## config.mk

```make
export PLATFORM = sky130hd
export DESIGN_NAME = cpu_clk_ctrl
export DESIGN_NICKNAME = d
export VERILOG_FILES = /design/src/rtl/cpu_clk_ctrl.sv
export SDC_FILE = /design/constraint.sdc
export NUM_CORES = 1
export LEC_CHECK = 0
export BUFFER_PORTS_ARGS = -buffer_cell sky130_fd_sc_hd__clkbuf_2
export CORE_MARGIN = 1
export CORE_UTILIZATION = 45
export DETAILED_ROUTE_END_ITERATION = 12
export SETUP_SLACK_MARGIN = 0.15
export SLEW_MARGIN = 25
export SYNTH_ARGS = -nofsm -noshare
export SYNTH_HDL_FRONTEND = slang
export SYNTH_SLANG_ARGS = --single-unit
```

## constraint.sdc

```tcl
create_clock -name CLK_SRC -period 2.1 [get_ports CLK_SRC]
set_input_delay 0.42 -clock CLK_SRC [delete_from_list [all_inputs] [get_ports CLK_SRC]]
set_output_delay 0.42 -clock CLK_SRC [all_outputs]
set_load 0.005 [all_outputs]
```

## src/rtl/cpu_clk_ctrl.sv

```systemverilog
// cpu_clk_ctrl: 6502 PHI0 phase sequencer with slow-device stretching.
// Define CPU_CLK_STEP_EN to build the HALT state with RUN/STEP halt and single-step control.
module cpu_clk_ctrl #(
    parameter int DIVISOR     = 6,
    parameter int WAIT_CYCLES = 6
) (
    input  logic CLK_SRC,
    input  logic RESET_N,
    input  logic SLOW_CS,
    input  logic RUN,
    input  logic STEP,
    output logic PHI0,
    output logic CYCLE_END,
    output logic HALTED,
    output logic STRETCHING
);
    localparam int CW = $clog2(256);
    localparam logic [CW-1:0] HIGH_LAST = CW'(DIVISOR / 2 - 1);
    localparam logic [CW-1:0] LOW_LAST  = CW'(DIVISOR - DIVISOR / 2 - 1);
    localparam logic [CW-1:0] WAIT_LAST = CW'(WAIT_CYCLES - 1);

    typedef enum logic [1:0] {S_HIGH, S_STRETCH, S_LOW, S_HALT} state_t;

    state_t        state_q, state_d;
    logic [CW-1:0] cnt_q, cnt_d;
    logic          slow_q, slow_d;
    logic          phi_q, cend_q, stretch_q;
    logic          run_on, step_go;

`ifdef CPU_CLK_STEP_EN
    logic step_q, halted_q;
    assign run_on  = RUN;
    assign step_go = STEP & ~step_q;
    assign HALTED  = halted_q;
    always_ff @(posedge CLK_SRC or negedge RESET_N) begin
        if (!RESET_N) begin
            step_q   <= 1'b0;
            halted_q <= 1'b0;
        end else begin
            step_q   <= STEP;
            halted_q <= state_d == S_HALT;
        end
    end
`else
    logic unused_in;
    assign unused_in = RUN ^ STEP;
    assign run_on    = 1'b1;
    assign step_go   = 1'b0;
    assign HALTED    = 1'b0;
`endif

    // slow_lat is taken on the first HIGH clock and used live there, so HIGH_LEN=1 still works
    assign slow_d = (state_q == S_HIGH && cnt_q == '0) ? SLOW_CS : slow_q;

    always_comb begin
        state_d = state_q;
        case (state_q)
            S_HIGH:    if (cnt_q == HIGH_LAST) state_d = (slow_d && WAIT_CYCLES > 0) ? S_STRETCH : S_LOW;
            S_STRETCH: if (cnt_q == WAIT_LAST) state_d = S_LOW;
            S_LOW:     if (cnt_q == LOW_LAST)  state_d = run_on ? S_HIGH : S_HALT;
            default:   if (run_on || step_go)  state_d = S_HIGH;
        endcase
        cnt_d = (state_d != state_q || state_q == S_HALT) ? '0 : cnt_q + 1'b1;
    end

    always_ff @(posedge CLK_SRC or negedge RESET_N) begin
        if (!RESET_N) begin
            state_q   <= S_HIGH;
            cnt_q     <= '0;
            slow_q    <= 1'b0;
            phi_q     <= 1'b1;
            cend_q    <= 1'b0;
            stretch_q <= 1'b0;
        end else begin
            state_q   <= state_d;
            cnt_q     <= cnt_d;
            slow_q    <= slow_d;
            phi_q     <= state_d == S_HIGH || state_d == S_STRETCH;
            cend_q    <= state_d == S_LOW && state_q != S_LOW;
            stretch_q <= state_d == S_STRETCH;
        end
    end

    assign PHI0       = phi_q;
    assign CYCLE_END  = cend_q;
    assign STRETCHING = stretch_q;
endmodule

```

Word level (Yosys, flattened, before mapping). Index checks and enable logic that the tools add are counted.

Logic and storage cells: 30. Flip-flop bits (word level): 14. Output and inout bits: 4.

Reductions and logical operators: 7. $add $sub $neg: 1. Eq/ne operators: 9. Mux-type cells: 7.

Operator list (number): $add 8x1->8 const B (1); $eq 8x2->1 const B (1); $eq 8x3->1 const B (1); $logic_not 8->1 (1); $mux 2 (4); $mux 8 (1); $eq 2x2->1 const B (3); $pmux 2 s3 (1); $eq 2x1->1 const B (2); $logic_not 2->1 (2); $logic_and 1x1->1 (2); $logic_or 1x1->1 (2); $ne 2x2->1 (1); $ne 2x2->1 const B (1); $mux 1 (1).

Depth between registers and ports, before layout.
Word-level depth: 9. Depth in mapped cells: 5. Mapped depth without buffers: 5.

Worst setup path after synthesis. No wires, ideal clock.

Kind: reg-to-reg. Start: register cnt_q[1]. End: register cnt_q[5]. Cell stages (with the launch flop): 6. Arrival: 1.605 ns. Data required time: 1.956 ns. Buffers on the path: 0. Setup slack: 0.351 ns. Cells stage by stage: dfrtp_1 > inv_1 > ha_1 > or4bb_1 > o21ai_1 > a22oi_1.

Word-level cells in the longest chain between the ends: 9.

RTL lines: start, declared (line 25) `logic [CW-1:0] cnt_q, cnt_d;`; start signal, assigned (line 76) `cnt_q <= cnt_d;`; $logic_not 8->1 (line 53) `assign slow_d = (state_q == S_HIGH && cnt_q == '0) ? SLOW_CS : slow_q;`; $logic_and 1x1->1 (line 53); $mux 1 (line 53); $mux 2 (2 in a row) (line 58) `S_HIGH: if (cnt_q == HIGH_LAST) state_d = (slow_d && WAIT_CYCLES > 0) ? S_STRETCH : S_LOW;`; $pmux 2 s3 (line 57) `case (state_q)`; $ne 2x2->1 (line 63) `cnt_d = (state_d != state_q || state_q == S_HALT) ? '0 : cnt_q + 1'b1;`; $logic_or 1x1->1 (line 63); $mux 8 (*) (line 63); via cnt_d[5] (line 25).

Mark *: on every way through the listed nets, which the timed path passes. The rest lies on a longest branch.

Final worst setup path.
Start: register cnt_q[1]. End: register phi_q, in the netlist PHI0.

Word-level cells in the longest chain between the ends: 8.

RTL lines: $logic_not 8->1 (line 53); $logic_and 1x1->1 (line 53); $mux 1 (line 53); $mux 2 (2 in a row) (line 58); $pmux 2 s3 (*) (line 57); $eq 2x1->1 / $logic_not 2->1 (equally long branches) (line 78) `phi_q <= state_d == S_HIGH || state_d == S_STRETCH;`; $logic_or 1x1->1 (*) (line 78); end signal, assigned (line 71) `phi_q <= 1'b1;`; end signal, assigned (line 78); end, declared (line 27) `logic phi_q, cend_q, stretch_q;`.

Every way passes the cells marked *; elsewhere a longest branch is shown, timed or not.

==> results.env <==
WORST_SETUP_PATH_CLASS='reg2reg'
LEAKAGE_nW=0.3723
PLACEDINSTANCEAREA_SQ_UM=800.8
CRITICAL_PATH.TOP_DELAY_FAMILY='simple AND/OR/NAND/NOR gates'
NUM_IO_PINS=9
FINAL_HOLD_VIOL_COUNT=0
POST_DRT_VIA_CELL_RATIO=6.052
WORST-PATH-MAX-FANOUT=6
TIMING.CRITICAL_PATH.REQUIRED_NS=2.31
YOSYSTOPAREACELLSHARE_PCT=42.41
FILL_CELLS=144
BUFFERING_STAGE_COUNT_ON_THE_WORST_PATH_WITH_INVERTERS_INCLUDED=1
DETAILEDROUTE.FIRSTPASSITERATIONCOUNT=4
LAYOUT_SETUP_WS_NS=0.2745
RR_WORST_DEPTH=5
YOSYS_WARNINGS=0
FLOORPLAN.INITIALDENSITY_PCT=49.76
GRT_ANTENNA_BEFORE_REPAIR=0
R2R-END='PHI0'
CTS_HOLD_BUFS=0
CLK_PATH_BUF_DEPTH=2
TIMING.CRITICAL_PATH.SLOWEST_STAGE_CELL='sky130_fd_sc_hd__or4bb_1'
FINAL_ROUTED_DRC_VIOLATION_TOTAL=0
CLOCK_BUFFERS_CREATED_BY_TRITONCTS=3
SUMMED_INSTANCE_AREA_OF_THE_SYNTHESIZED_NETLIST_SQ_UM=767.0
FINAL-SEQ-AREA_SQ_UM=351.6
LAYOUT-DRIVE-GT1-SHARE_PCT=17.28
DIE_AREA_SQ_MM=0.001874
SYNTH_COMMONEST_CELLS='sky130_fd_sc_hd__dfrtp_1, sky130_fd_sc_hd__inv_1, sky130_fd_sc_hd__a21oi_1'
DR_TOTAL_VIAS=587
SYNTH_ASYNC_SR_FLOP_SHARE_PCT=100.0
PEAKVDDDROP_V=0.0006006
POWER_PER_CELL_AREA_mW_PER_MM2=1388
ANTENNA_CELLS_INSERTED=0
SETUP.WORST_PATH.END_CLASS='register'
SYNTH.MOST_COMMON_CELL='sky130_fd_sc_hd__dfrtp_1'
NETLIST_TOP_CELLS_AREA='sky130_fd_sc_hd__dfrtp_1, sky130_fd_sc_hd__ha_1, sky130_fd_sc_hd__dfstp_2'
SYNTH-EDFF-COUNT=0
SYNTH.YOSYS.SEQ_AREA_SHARE_PCT=45.84
POSTROUTEWIRELENGTH_UM=1375
DIE-HEIGHT_UM=43.29
MULTIINPUTGATEAREA_SQ_UM=374.1
HPWLAFTERDP_UM=971.1
CTS.HTREE.LEVELS=1
POSTSYNTHNETCOUNT=83
RELSLEWSLACK_PCT=65.72
HOLD_PATH_CLASS='in2async'
IO_BUFFER_COUNT=5
SYNTH_FF_TYPE='sky130_fd_sc_hd__dfrtp_1'
MAX_SLEW.WORST_PIN.SLEW_NS=0.5102
CTS_SINK_CNT=14
GRT_MAX_DEGREE=15
STATUS='finished, final reports clean'
FIN_NETS=91
CTS_ROOT_BUF='sky130_fd_sc_hd__clkbuf_4'
POSTSYNTHREGISTERBITS=14
CLOCK.FMAX_MHz=547.8
TRITONCTS_CLOCK_TREE='built'
POST_DRT_ANTENNA_NETS=0
DIE_SPAN_IN_X_UM=43.29
FIN_SKEW_NS=0.006373
WORST_SKEW_PAIR.LATE_LATENCY_NS=0.28
GRT_PASS1_VIAS=544
CLKTRANSATPATHREGS_NS=0.09
FINISH.INSTANCE_AREA_SQ_UM=837.1
POSTSYNTHAREAPERCELL_SQ_UM=10.36
ROW_COUNT=14
POSTCTSSETUPBUFFERS=0
RRSETUPSLACK_NS=0.27
GRT_PASS1_WL_UM=2421
LAYOUT_WORST_PATH_CYCLE_SHARE_PCT=86.93
WL_CELL_UM=14.18
INITIALDRTVIOLATIONCOUNT=8
SETUP_VIOLATIONS=0
WORSTPATHCELLLIST='inv_1, ha_1, or4bb_1, or2_1, o311a_1'
COREAREA_SQ_MM=0.001541
POST_CTS.RESIZED_INSTANCES=0
GP_CONGESTION=0.7617
AREAGROWTHSYNTHTOFINISH_PCT=9.135
MAXIMUM_CAPACITANCE_VIOLATIONS=0
TRACK_USAGE_PCT=18.19
TIMING.FINAL.MAX_SLEW_VIOLATIONS=0
GRT_REMAINING_OVERFLOW=0
DP_SLACK_NS=0.2922
PERIOD_NEEDED_NS=1.825
SYNTHESIS.INSTANCES=74
CPPEAKSTAGEDELAY_NS=0.54
CP-START-KIND='register'
SETUP_REPAIR_AFTER_GLOBAL_ROUTING_MISSED_ITS_MARGIN='no'
TNS_NS=0
DATA_ARRIVAL_TIME_OF_THE_CRITICAL_PATH_NS=2.03
R2R_START='cnt_q[1]'
SYNTH.LARGEST_AREA_CELL='sky130_fd_sc_hd__dfrtp_1'
YOSYS.CELL_TYPES.COUNT=31
-- through the flow --
| step | util [%] | power [mW] | std cells | hold slack (ns) |
|---|---|---|---|---|
| finish | 54.30 | 1.161 | 97 | 0.01854 |
| floorplan | - | 0.8495 | 74 | 0.1244 |
| global placement | 51.95 | 0.9667 | 93 | 0.3406 |
| global route | 54.30 | 1.264 | 97 | 0.04579 |
| detailed placement | 51.95 | 0.9698 | 93 | 0.3418 |
| CTS | 54.30 | 1.175 | 97 | 0.02529 |
-- report_power, final --
group          internal, mW  switching [mW]  total [mW]
clock network         0.105          0.0937       0.199
registers             0.376           0.140       0.515
logic                 0.216           0.232       0.447
-- final cells by class --
| type | instances | area share (%) |
|---|---|---|
| multi-input combinational | 51 | 44.69 |
| sequential | 14 | 42.00 |
| clock buffer | 4 | 4.335 |
| timing repair buffer | 6 | 3.886 |
| inverter | 6 | 2.691 |
| tap | 16 | 2.392 |
-- layout by cell type (no fill, tap or decap), types with 2 or more instances in the layout --
master	count
sky130_fd_sc_hd__xor2_1	2
sky130_fd_sc_hd__ha_1	4
sky130_fd_sc_hd__dfrtp_1	13
sky130_fd_sc_hd__a22oi_1	3
sky130_fd_sc_hd__clkbuf_2	5
sky130_fd_sc_hd__a211oi_1	3
sky130_fd_sc_hd__a21oi_1	5
sky130_fd_sc_hd__o21ai_0	4
sky130_fd_sc_hd__clkbuf_4	3
sky130_fd_sc_hd__nand4_1	4
sky130_fd_sc_hd__nor3_1	2
sky130_fd_sc_hd__or3_1	4
sky130_fd_sc_hd__inv_1	6
sky130_fd_sc_hd__nand3_1	4
-- logic make-up after synthesis --
| logic type | after synthesis | share of synthesized area (%) |
|---|---|---|
| xor gates and xnor gates | 3 | 3.426 |
| DFF | 14 | 45.84 |
| other | 1 | 0.4889 |
| muxes | 2 | 2.773 |
| AOI/OAI and AO/OA | 19 | 15.99 |
| and+or+nand+nor | 22 | 19.57 |
| adders and majority gates | 4 | 6.526 |
| buffers and inverters | 9 | 5.382 |
-- flip-flops by register name, indices dropped and copies added, names as in the netlist --
register,cells
PHI0,1
state_q,2
slow_q,1
cnt_q,8
CYCLE_END,1
STRETCHING,1
-- worst reg2reg max path, delay by kind of cell (launching register included) --
kind                       cells  cell delay [ns]
AOI/OAI and AO/OA              1             0.30
adders and majority gates      1             0.13
buffers and inverters          1             0.10
DFF                            1             0.44
and+or+nand+nor                2             0.79
-- metal layers --
layer	global-route usage [%]	part of all wire (%)
met4	12.73	1.4
met5	0	0
met1	23.59	50
met2	26.57	45
met3	3.830	3.7
-- how the worst max path moves through the flow --
stage                  start          to  slack, ns  depth (start not counted)
finish              cnt_q[1]        PHI0       0.27                          5
global route        cnt_q[0]  state_q[0]       0.20                          5
CTS                 cnt_q[1]        PHI0       0.27                          5
detailed placement  cnt_q[1]        PHI0       0.29                          5
global placement    cnt_q[1]        PHI0       0.28                          5
floorplan           cnt_q[1]    cnt_q[5]       0.35                          5
Power figures use the tool's default switching activity.
